File: config.mk
export PLATFORM = sky130hd
export DESIGN_NAME = wr_full_sync
export DESIGN_NICKNAME = d
export VERILOG_FILES = /design/src/rtl/wr_full_sync.sv
export SDC_FILE = /design/constraint.sdc
export NUM_CORES = 1
export LEC_CHECK = 0
export BUFFER_PORTS_ARGS = -buffer_cell sky130_fd_sc_hd__buf_2
export CAP_MARGIN = 20
export CORE_MARGIN = 2
export CORE_UTILIZATION = 56
export CTS_CLUSTER_DIAMETER = 40
export CTS_CLUSTER_SIZE = 12
export DETAILED_ROUTE_END_ITERATION = 10
export GPL_TIMING_DRIVEN = 1
export PLACE_DENSITY = 0.83
export SLEW_MARGIN = 30
export SYNTH_ARGS = -nofsm -noshare
export SYNTH_HDL_FRONTEND = slang
export SYNTH_SLANG_ARGS = --single-unit
File: constraint.sdc
create_clock -name clk -period 8.2 [get_ports clk]
set_clock_uncertainty 0.05 [all_clocks]
set_input_delay 1.23 -clock clk [delete_from_list [all_inputs] [get_ports clk]]
set_output_delay 1.23 -clock clk [all_outputs]
set_load 0.02 [all_outputs]
File: src/rtl/wr_full_sync.sv
// rtl/wr_full_sync.sv - write-domain full/almost_full/level/overflow status of the async FIFO
`timescale 1ns/1ps
module wr_full_sync #(
  parameter int PTR_WIDTH   = 8,
  parameter int SYNC_STAGES = 2,
  parameter int AF_THRESH   = 2
) (
  input  logic                 clk,
  input  logic                 rst_n,
  input  logic [PTR_WIDTH-1:0] wr_g_nxt,
  input  logic [PTR_WIDTH-1:0] rd_ptr_gray,
  output logic [PTR_WIDTH-1:0] rd_ptr_sync,
  output logic                 full,
  output logic                 almost_full,
  output logic [PTR_WIDTH-1:0] wr_level,
  output logic                 ovf_err
);

  localparam logic [PTR_WIDTH-1:0] DEPTH     = PTR_WIDTH'(1) << (PTR_WIDTH - 1);
  localparam logic [PTR_WIDTH-1:0] AF_LEVEL  = DEPTH - PTR_WIDTH'(AF_THRESH);
  // Inverting the top two Gray bits of a pointer yields the pointer DEPTH entries ahead.
  localparam logic [PTR_WIDTH-1:0] FULL_MASK = PTR_WIDTH'(3) << (PTR_WIDTH - 2);

  logic [PTR_WIDTH-1:0] sync_q [SYNC_STAGES];
  logic [PTR_WIDTH-1:0] wbin_nxt;
  logic [PTR_WIDTH-1:0] rbin_s;
  logic [PTR_WIDTH-1:0] lvl_nxt;
  logic                 full_nxt;
  logic                 af_nxt;
  logic                 ovf_nxt;

  function automatic logic [PTR_WIDTH-1:0] gray2bin(input logic [PTR_WIDTH-1:0] g);
    logic [PTR_WIDTH-1:0] b;
    b = g;
    for (int i = PTR_WIDTH - 2; i >= 0; i--) begin
      b[i] = b[i+1] ^ g[i];
    end
    return b;
  endfunction

  always_ff @(posedge clk or negedge rst_n) begin
    if (!rst_n) begin
      for (int i = 0; i < SYNC_STAGES; i++) begin
        sync_q[i] <= '0;
      end
    end else begin
      sync_q[0] <= rd_ptr_gray;
      for (int i = 1; i < SYNC_STAGES; i++) begin
        sync_q[i] <= sync_q[i-1];
      end
    end
  end

  assign rd_ptr_sync = sync_q[SYNC_STAGES-1];

  assign wbin_nxt = gray2bin(wr_g_nxt);
  assign rbin_s   = gray2bin(rd_ptr_sync);
  assign lvl_nxt  = wbin_nxt - rbin_s;
  assign full_nxt = (wr_g_nxt == (rd_ptr_sync ^ FULL_MASK));
  assign af_nxt   = (lvl_nxt >= AF_LEVEL) && (lvl_nxt <= DEPTH);
  assign ovf_nxt  = (lvl_nxt > DEPTH);

  // No saturation once overflowed: flags keep tracking the raw level.
  always_ff @(posedge clk or negedge rst_n) begin
    if (!rst_n) begin
      full        <= 1'b0;
      almost_full <= 1'b0;
      wr_level    <= '0;
      ovf_err     <= 1'b0;
    end else begin
      full        <= full_nxt;
      almost_full <= af_nxt;
      wr_level    <= lvl_nxt;
      ovf_err     <= ovf_err | ovf_nxt;
    end
  end

endmodule

[Word-level counts from Yosys, hierarchy flattened]
Index checks and enable logic that the tools add are counted.
Word-level totals
  output and inout port bits: 19
  bits in registers: 27
  logic and storage cells: 28
Operators by class
  reduce and logical (&&, ||, !) cells: 1
  bitwise operators: 16
  magnitude comparators: 3
  equality and inequality tests: 1
  $add $sub $neg: 1
Operator list (number)
  1-bit XOR: 14
  8-bit == test: 1
  8-bit by 7-bit >= comparator with 1-bit output (second input constant): 1
  8-bit > comparator (second input constant): 1
  8-bit less-or-equal comparator (second input constant): 1
  8-bit subtractor: 1
  2-bit inverter: 1
  1-bit logical AND: 1
  1-bit bitwise OR: 1

[Depth between registers and ports, before layout]
Gate-level depths: netlist (run 1).
  depth after elaboration: 10
  depth in mapped cells: 15
  depth with buffers taken out: 15

[Worst setup path before layout (run 1)]
Ideal clock, no wire load.
  kind: input to register
  start point: in wr_g_nxt[4]
  end point: reg almost_full
  setup time: 0.079 ns
  buffers on the path: 0
  path slack: 3.452 ns
  arrival: 4.619 ns
  stages: 15
  path through: xnor2_1 xnor2_1 xnor2_2 xnor2_1 xnor2_1 xor2_1 ha_1 fa_1 and2b_1 nor2_1 maj3_2 o221ai_2 nand2_2 or4_1 mux2i_1
Between the ends
  word-level cells in the longest chain between the ends: 8
Ends and longest elaborated chain
  start, declared: line 10  | input logic [PTR_WIDTH-1:0] wr_g_nxt,
  1-bit XOR (*): line 36  | b[i] = b[i+1] ^ g[i];
  1-bit XOR (4 in a row): line 36
  8-bit subtractor (*): line 58  | assign lvl_nxt = wbin_nxt - rbin_s;
  8-bit by 7-bit >= comparator with 1-bit output / 8-bit less-or-equal comparator (equally long branches): line 60  | assign af_nxt = (lvl_nxt >= AF_LEVEL) && (lvl_nxt <= DEPTH);
  1-bit logical AND (*): line 60
  via af_nxt: line 29  | logic af_nxt;
  end signal, assigned: line 72  | almost_full <= af_nxt;
  end, declared: line 14  | output logic almost_full,
Mark *: on every way through the listed nets, which the timed path passes. The rest lies on a longest branch.

[Worst setup path in the final report (run 1)]
  start point: in wr_g_nxt[7]
  end point: reg almost_full
Between the ends
  word-level cells in the longest chain between the ends: 10
Ends and longest elaborated chain (line)
  1-bit XOR (7 in a row): 36
  8-bit subtractor (*): 58
  8-bit by 7-bit >= comparator with 1-bit output / 8-bit less-or-equal comparator (equally long branches): 60
  1-bit logical AND (*): 60
  via af_nxt: 29
Marks and branches as above.

==> summary.md, run 1 <==
| Metric | Value |
|---|---|
| Status | complete, no violations |
| Port bufs | 36 |
| DP Cell Count | 177 |
| Commonest non-fill, non-tap cell in the layout | buf_2 |
| 1st-iter DRT viols | 11 |
| # IOs | 37 |
| Die area | between 3000 and 4000 sq um |
| Max Cap Violations | 0 |
| Sequential area share after synthesis | 45.0% |
| Post-DP HPWL | between 2000 and 2500 um |
| CTS Sinks | 27 |
| Pleak | roughly 0.78 nW |
| CTS clk-pin slew, worst paths | 120 ps |
| Top cell type by total area after synthesis | dfrtp_1 |
| Fmax | between 200 and 250 MHz |
| Crit path time final | just under 5000 ps |
| Metal3 WL | 109 um |
| Vias in the first global route | 1014 |
| # DRC | 0 |
| Core area | between 2000 and 2500 sq um |
| All-Layer GR Usage | roughly a fifth |
| Post-Syn Nets | 145 |
| CP max-delay cell | or4_1 |
| Top layer in use | met4 |
| Layout Utilization | 66.7% |
| CP Class | primary input to register |
| CTS tree | built |
| Worst IR Drop VDD | between 0.2 and 0.25 mV |
| Filler cells | around 180 |
| RSZ-0062 raised after global routing | false |
| Largest fanout on the critical path | 8 |
| CTS max path bufs | 2 |
| H-tree levels | 1 |
| Yosys warning count | 0 |
| Drt wl/cell | about 15 um |
| Crit path DAT | a little over 5000 ps |
| Final hold violation count | 0 |
| Number of antenna violations at the first check in global routing | 0 |
| Top-area cell type share of the netlist area | 45.0% |
| ANT nets after route | 0 |
| Largest net degree at the start of global routing | 28 |
| Post-CTS Setup Bufs | 0 |
| First-pass GRT wire length | around 4600 um |
| CP endpoint kind | register |
| Power Dens Cells | 286 nW/um^2 |
| Width of the die | 55.8 um |
| Final setup viols | 0 |
| Worst-path cell chain | buf_2 -> xor2_4 -> xnor2_1 -> xnor2_2 -> xnor2_1 -> xnor2_1 -> xor2_1 -> ha_1 -> fa_1 -> and2b_1 -> nor2_1 -> maj3_2 -> o221ai_2 -> nand2_2 -> or4_1 -> mux2i_1 |
| CTS Hold Bufs | 0 |
| CTS Buf Count | 3 |
| Slew Limit Fails | 0 |
| Slew margin rel. | about 62% |
| Routed vias/inst | approximately 5.3 |
| Pin slew with the least headroom to its limit | about 570 ps |
| Total power | around 0.00048 W |
| Global route overflow | 0 |
| Most frequent cells in the layout | 36 x buf_2, 27 x dfrtp_1, 14 x xnor2_1 |
| Post-CTS Resized | 0 |
| Routability congestion estimate | approximately 0.86 |
| Via count | between 900 and 1000 |
| Worst-Skew Late Latency | 300 ps |
| Pre-antenna DRT Iters | 4 |
| Worst path most repeated cell | xnor2_1 |
| Root Driver | clkbuf_4 |
| WL met2 | roughly 1400 um |
| Cell Area, Synth | around 1500 sq um |
| Synth Instances | ~120 |
| N_diodes | 0 |
| Met1 WL | approximately 1200 um |
| Post-Layout Cell Count | 181 |
| Period utilization | between 60 and 70% |
| Required @ worst endpoint | around 8400 ps |
| Synth top area cells | dfrtp_1 45%, xnor2_1 8.2%, xor2_1 4.7%, buf_4 4.5%, ha_1 4.2% |
| #FFs+latches synth | 27 |
| Post-Syn Area per Cell | around 12 sq um |
| Count of cell types in the netlist | 36 |
| Row cnt | 18 |
| Total Nets Final | between 150 and 200 |
| P&R area growth vs syn | 11.0% |
| Hold crit path type | register to register |
| WL final | between 2000 and 3000 um |
| Worst path max stage delay | about 500 ps |
| Startpoint types | primary input |
| Setup TNS | 0 ps |
| Die H | around 56 um |
| Starting Density | between 60% and 70% |
| Share of cells above drive strength 1 | around a third |
-- synthesized netlist by cell type --
library cell / n
dfrtp_1: 27
xnor2_1: 14
inv_1: 10
buf_4: 9
xor2_1: 8
ha_1: 5
o21ai_0: 4
a21oi_1: 3
nand4_1: 3
o211ai_1: 3
xnor2_2: 3
maj3_2: 2
nand2_1: 2
nor2_1: 2
o221ai_2: 2
o31ai_1: 2
xnor3_2: 2
xor2_2: 2
a21o_1: 1
a41oi_1: 1
and2b_1: 1
buf_6: 1
fa_1: 1
maj3_1: 1
mux2i_1: 1
nand2_2: 1
nand2b_1: 1
nand3_1: 1
nor2b_1: 1
nor4_1: 1
o2111a_1: 1
o21a_1: 1
o22ai_1: 1
o31ai_2: 1
or4_1: 1
xor2_4: 1
-- where the power goes --
part / leakage (nW) / internal [W] / switching [W] / total (W)
logic: 0.449 / 0.000100 / 0.000158 / 0.000258
registers: 0.316 / 0.000158 / 0.00000841 / 0.000167
clock network: 0.0150 / 0.0000189 / 0.0000326 / 0.0000515
total: 0.781 / 0.000277 / 0.000199 / 0.000476
-- routing by layer --
layer	vias up	global-route usage, %
met5	-	0
met4	0	9.76
met3	6	1.40
met2	29	31.0
met1	466	24.8
li1	464	-
-- per-stage QoR --
stage               hold slack, ps  worst slack [ps]  instance area (sq um)
CTS                            314              3250                   1670
detailed placement             285              2950                   1640
finish                         312              3250                   1670
global route                   317              2930                   1670
floorplan                      281              3450                   1500
global placement               283              3110                   1640
-- worst max-delay path, delay by kind of cell --
kind                       cells  cell delay, ps
xor gates and xnor gates       6            1410
adders and majority gates      3            1030
and+or+nand+nor                4             980
muxes                          1             150
buffers and inverters          1             140
AOI/OAI and AO/OA              1             170
-- cell families (layout without fill, tap and decap cells) --
| family | after synthesis | count (layout) | synth area share [%] |
|---|---|---|---|
| mux | 1 | 1 | 0.667 |
| flops | 27 | 27 | 45.0 |
| xor+xnor | 30 | 30 | 23.3 |
| fa+ha+maj | 9 | 9 | 7.67 |
| compound gates | 20 | 20 | 10.4 |
| buf+inv | 20 | 50 | 7.75 |
| simple gates | 14 | 14 | 5.25 |
-- path summary, 6_finish.rpt --
path | from | endpoint | slack, ps | cells past startpoint
max reg2reg | rd_ptr_sync[7]$_DFF_PN0_ | almost_full$_DFF_PN0_ | 3740 | 15
max | wr_g_nxt[7] | almost_full$_DFF_PN0_ | 3250 | 16
min in group asynchronous | rst_n | full$_DFF_PN0_ | 860 | 1
min | sync_q[13]$_DFF_PN0_ | rd_ptr_sync[5]$_DFF_PN0_ | 310 | 0
min reg2reg | sync_q[13]$_DFF_PN0_ | rd_ptr_sync[5]$_DFF_PN0_ | 310 | 0
max in group asynchronous | rst_n | rd_ptr_sync[0]$_DFF_PN0_ | 6880 | 1
-- registers in the layout, indices dropped and copies added, names as in the netlist --
register / cells
rd_ptr_sync: 8
sync_q: 8
almost_full: 1
wr_level: 8
ovf_err: 1
full: 1
-- final cells by class --
type                    instances  area, sq um  share of cell area [%]
multi-input cells              74          709                    42.6
flip-flops and latches         27          676                    40.5
repair buffers                 36          180                    10.8
inverters                      10         37.5                    2.25
well taps                      30         37.5                    2.25
clock buffers                   4         26.3                    1.58
Power figures use the tool's default switching activity.
==> run 2: changes to the inputs <==
- ABC_AREA: not set -> 1
- CORE_UTILIZATION: 56 -> 53
- PLACE_DENSITY: 0.83 -> 0.78
- clock period: 8.2 -> 4.8 ns (I/O delays scaled with it)
==> summary.md, run 2 <==
| Metric | Value |
|---|---|
| Most frequent cells after synthesis | 43 x nand2_1, 27 x dfrtp_1, 23 x nand2_2 |
| Slew Limit Fails | 0 |
| Max Cap Violations | 0 |
| Synth top area cells | dfrtp_1 41%, nand2_1 9.9%, nand2_2 8.8%, nand3_1 6.1%, inv_1 5.0% |
| Core area | approximately 3000 sq um |
| Synth Instances | 190 |
| R2r setup slk | between 1000 and 1500 ps |
| Final setup viols | 0 |
| Period utilization | about 72% |
| Final hold violation count | 0 |
| Vias in the first global route | about 1200 |
| Status | complete, no violations |
| CTS max path bufs | 2 |
| Starting Density | a little over half |
| Share of cells above drive strength 1 | 36.9% |
| Startpoint types | primary input |
| Setup ws final | 1350 ps |
| Most frequent cells in the layout | 43 x nand2_1, 36 x buf_2, 27 x dfrtp_1 |
| Setup TNS | 0 ps |
| CTS clk-pin slew, worst paths | 130 ps |
| Internal power | roughly 0.00041 W |
| CP Class | primary input to register |
| P&R area growth vs syn | 11.5% |
| Post-CTS Setup Bufs | 0 |
| Die area | around 3600 sq um |
| Slew margin rel. | 63.7% |
| Sequential area share after synthesis | around two fifths |
| 1st-iter DRT viols | 14 |
| Count of cell types in the netlist | 26 |
| Cell Area, Synth | roughly 1600 sq um |
| Worst path max stage delay | 380 ps |
| DP Worst Slack | just under 1000 ps |
| #FFs+latches synth | 27 |
| Drt wl/cell | roughly 9.4 um |
| H-tree levels | 1 |
| N_diodes | 0 |
| Total Nets Final | around 250 |
| Total power | between 0.0006 and 0.0007 W |
| Required @ worst endpoint | about 5000 ps |
| CP max-delay cell | fa_1 |
| Power Dens Cells | 374 nW/um^2 |
| CTS Hold Bufs | 0 |
| CP Capture Point | almost_full$_DFF_PN0_ |
| Proportion of synthesized area in mux cells | 0% |
| Post-Syn Nets | roughly 210 |
| Post-Syn Area per Cell | 8.62 sq um |
| Post-synth EDFFs | 0 |
| ANT nets after route | 0 |
| CP endpoint kind | register |
| # DRC | 0 |
| Psw | 0.000271 W |
| Clock share of power | 13.8% |
| DP Cell Count | ~250 |
| Xor/xnor cell area share of the yosys netlist | around 8.3% |
| CTS tree | built |
| Root Driver | clkbuf_4 |
| Pre-antenna DRT Iters | 4 |
| RR Startpoint | rd_ptr_sync[6]$_DFF_PN0_ |
| Post-CTS Resized | 0 |
| Via count | ~1200 |
| Crit path time final | between 3000 and 4000 ps |
| Width of the die | between 50 and 60 um |
| Largest fanout on the critical path | 4 |
| Die H | around 60 um |
| WL final | 2410 um |
| Pin slew with the least headroom to its limit | 545 ps |
| Port bufs | 36 |
| CTS Sinks | 27 |
| Yosys warning count | 0 |
| Crit path DAT | approximately 3600 ps |
| Main synth FF type | dfrtp_1 |
| Number of antenna violations at the first check in global routing | 0 |
| Routed vias/inst | 4.76 |
| All-Layer GR Usage | between 10% and 20% |
| Hold path depth | 0 |
| Pleak | 1.01 nW |
| Switch share | between 30 and 40% |
| Reg power frac | around 40% |
| RR Endpoint | almost_full$_DFF_PN0_ |
| Commonest non-fill, non-tap cell in the layout | nand2_1 |
| Routability congestion estimate | roughly 0.74 |
| Global route overflow | 0 |
| Most used standard cell by instance count after synthesis | nand2_1 |
| Layout Utilization | 60.8% |
| Gate power share | 45.8% |
| Compound-Gate Fraction of Synth Area | ~1.5% |
| Worst IR Drop VDD | 0.205 mV |
| RSZ-0062 raised after global routing | false |
| Ys async rst share | 100% |
| First-pass GRT wire length | roughly 4400 um |
| # IOs | 37 |
| Top cell type by total area after synthesis | dfrtp_1 |
| Synth Area in Simple Gates | 34.2% |
| Worst setup path start | wr_g_nxt[7] |
| Fmax | slightly below 300 MHz |
| CTS Buf Count | 3 |
| Largest net degree at the start of global routing | 28 |
| Hold_sp | sync_q[8]$_DFF_PN0_ |
| Largest family of logic cells by synthesized area | simple AND/OR/NAND/NOR gates |
| Top-area cell type share of the netlist area | 41.3% |
| Post-Synth Adder-Cell Area | under 10% |
| Hold crit path type | register to register |
| Path depth of the worst reg2reg path | 24 |
| Post-DP HPWL | between 2000 and 2500 um |
| Worst-Skew Late Latency | 310 ps |
| Post-Layout Cell Count | ~260 |
| Row cnt | 20 |
run 2: cell types whose count changed after synthesis, sizes merged, moves of 12 or more:
cell / change
nand3: +23
xnor2: -12
nand2: +66
inv: +16
run 2: cells by family (layout without fill, tap and decap cells):
logic type,count (synthesis),count (layout)
AND/OR/NAND/NOR,106,106
buffers and inverters,34,66
flip-flops,27,27
XOR/XNOR,13,13
adder cells (fa/ha/maj),6,6
AO/OA/AOI/OAI,4,4
run 2: layout make-up:
class,instances,area (sq um)
repair buffers,36,180
flip-flops and latches,27,676
multi-input cells,129,805
inverters,26,97.6
clock buffers,4,26.3
well taps,33,41.3
fillers,283,1180
run 2: power by group through the flow:
stage / Combinational, W / Clock [W] / Sequential [W]
final: 0.000313 / 0.0000945 / 0.000276
after global routing: 0.000360 / 0.000108 / 0.000282
after CTS: 0.000317 / 0.0000992 / 0.000276
after detailed placement: 0.000316 / 0 / 0.000281
after global placement: 0.000310 / 0 / 0.000280
after floorplan: 0.000201 / 0 / 0.000325
run 2: routing by layer:
layer  global-route usage [%]  up-vias  part of all wire, %
met5                        0        -                    0
met4                     5.08        0                 0.54
met3                     2.84        2                  4.4
met2                     30.3       25                   51
met1                     18.5      547                   44
li1                         -      641                    -
run 2: through the flow:
| step | hold slack, ps | instance area, sq um |
|---|---|---|
| floorplan | 281 | 1640 |
| global placement | 283 | 1800 |
| detailed placement | 285 | 1800 |
| CTS | 316 | 1830 |
| global route | 328 | 1830 |
| finish | 314 | 1830 |
run 2: worst max-delay path: cells and delay by family:
| kind | cells | cell delay (ps) |
|---|---|---|
| fa+ha+maj | 2 | 600 |
| xor+xnor | 3 | 510 |
| simple gates | 19 | 1620 |
| buf+inv | 3 | 210 |
run 2: worst min path at each step:
stage                               endpoint  slack, ps
global route        rd_ptr_sync[6]$_DFF_PN0_        330
global placement    rd_ptr_sync[1]$_DFF_PN0_        280
CTS                 rd_ptr_sync[1]$_DFF_PN0_        320
floorplan           rd_ptr_sync[0]$_DFF_PN0_        280
finish              rd_ptr_sync[0]$_DFF_PN0_        310
detailed placement  rd_ptr_sync[1]$_DFF_PN0_        280
==> run 3: changes to the inputs <==
- CORE_UTILIZATION: 53 -> 48
- PLACE_DENSITY: 0.78 -> 0.75
- clock period: 4.8 -> 3.1 ns (I/O delays scaled with it)
==> summary.md, run 3 (synthesis gave the netlist of run 2 again) <==
| Metric | Value |
|---|---|
| Via count | approximately 1400 |
| Final hold violation count | 0 |
| Post-Layout Cell Count | between 200 and 300 |
| Status | finished with violations |
| Filler cells | 286 |
| Row cnt | 21 |
| CP endpoint kind | register |
| First-pass GRT wire length | 5190 um |
| Root Driver | clkbuf_4 |
| Starting Density | between 40% and 50% |
| CTS Sinks | 27 |
| Period utilization | 101% |
| Commonest non-fill, non-tap cell in the layout | buf_2 |
| DP Cell Count | roughly 290 |
| H-tree levels | 1 |
| Met1 WL | approximately 1400 um |
| Finished Cell Area | around 2200 sq um |
| Die H | 62.4 um |
| Routability congestion estimate | just under 0.8 |
| Post-DP HPWL | 2440 um |
| Pre-antenna DRT Iters | 4 |
| Crit path DAT | roughly 3300 ps |
| Largest net degree at the start of global routing | 28 |
| 1st-iter DRT viols | 56 |
| N_diodes | 0 |
| Top layer in use | met4 |
| Slew margin rel. | around 62% |
| Layout Utilization | between 60% and 70% |
| Startpoint types | register |
| Vias in the first global route | roughly 1200 |
| Number of antenna violations at the first check in global routing | 0 |
| Global route overflow | 0 |
| CTS Hold Bufs | 0 |
| ANT nets after route | 0 |
| Worst IR Drop VDD | ~0.4 mV |
| Die area | 3900 sq um |
| CP Class | register to register |
| Fmax | 321 MHz |
| Share of cells above drive strength 1 | around 53% |
| Routed vias/inst | around 4.6 |
| Worst-Skew Late Latency | 310 ps |
| Core area | approximately 3300 sq um |
| # IOs | 37 |
| Slew Limit Fails | 0 |
| Most frequent cells in the layout | 36 x buf_2, 35 x nand2_2, 30 x nand2_1 |
| DP Worst Slack | -278 ps |
| Width of the die | between 60 and 70 um |
| Power Dens Cells | 559 nW/um^2 |
| Required @ worst endpoint | roughly 3300 ps |
| Setup ws final | -16.4 ps |
| All-Layer GR Usage | 16.6% |
| P&R area growth vs syn | 32.7% |
| Failing checks | negative setup slack |
| Port bufs | 36 |
| Post-DP Area | roughly 2000 sq um |
| Crit path time final | a little over 3000 ps |
| CTS max path bufs | 2 |
| CTS Buf Count | 3 |
| # DRC | 0 |
| Metal3 WL | 123 um |
| Max Cap Violations | 0 |
| Total Nets Final | roughly 270 |
| Hold crit path type | primary input to asynchronous set/reset pin |
| WL final | between 3000 and 4000 um |
| Final setup viols | 1 |
| Drt wl/cell | approximately 11 um |
| Largest fanout on the critical path | 4 |
| CTS clk-pin slew, worst paths | 130 ps |
| WL met2 | around 1500 um |
| Pleak | roughly 1.2 nW |
| Pin slew with the least headroom to its limit | between 500 and 600 ps |
| CTS tree | built |
| RSZ-0062 raised after global routing | true |
[run 3: layout make-up]
type                       instances  area [sq um]  share of cell area (%)
multi-input combinational        129           931                    42.8
timing repair buffer              63           383                    17.6
inverter                          26          97.6                    4.49
sequential                        27           678                    31.2
tap                               46          57.6                    2.65
clock buffer                       4          26.3                    1.21
[run 3: power breakdown]
part / internal, W / switching (W) / total [W]
combinational: 0.000274 / 0.000365 / 0.000639
sequential: 0.000411 / 0.0000227 / 0.000434
clock: 0.0000503 / 0.0000918 / 0.000142
total: 0.000735 / 0.000480 / 0.00121
[run 3: worst paths after layout]
kind	start	endpoint	slack, ps	depth (start not counted)
max	rd_ptr_sync[7]$_DFF_PN0_	almost_full$_DFF_PN0_	-20	25
min in group clk	rd_ptr_gray[5]	sync_q[13]$_DFF_PN0_	190	1
min	rst_n	full$_DFF_PN0_	80	1
max reg2reg	rd_ptr_sync[7]$_DFF_PN0_	almost_full$_DFF_PN0_	-20	25
min reg2reg	sync_q[8]$_DFF_PN0_	rd_ptr_sync[0]$_DFF_PN0_	310	0
max in group asynchronous	rst_n	rd_ptr_sync[7]$_DFF_PN0_	2520	1
[run 3: through the flow]
step                      total power, W  setup TNS (ps)  hold WS (ps)
after floorplan                 0.000827               0           119
after global placement           0.00101            -499           282
after detailed placement         0.00102            -699           285
after CTS                        0.00119           -41.2          89.8
after global routing             0.00131            -576           107
final                            0.00121           -16.4          76.1
[run 3: repair_timing]
action	CTS	global route
pin swaps	5	12
gates resized for setup	6	16
gates cloned	0	0
endpoints found under the setup margin	3	3
setup buffers	2	3
[run 3: layer usage]
metal  GRT usage (%)  up-vias
met5               0        -
met4            5.00        0
met3            2.34        4
met2            28.1       31
met1            22.4      621
li1                -      694
[run 3: critical path, cell delays in order (launching register included)]
cell and delay (ps):
dfrtp_2 460, inv_2 90, nand2_2 60, nand3_4 100, nand2_4 60, nand2_2 70
nand3_2 80, nand2_4 100, xor2_4 180, xor2_2 190, xnor2_1 100, ha_2 190
fa_2 360, or2_4 240, nand2_2 60, nand2_2 70, nand2_2 70, nand2_2 50
nand2_2 70, nand2_2 70, nand2_2 60, nand2_2 60, nand2_2 50, nand2_1 40
nand2_1 50, inv_1 30
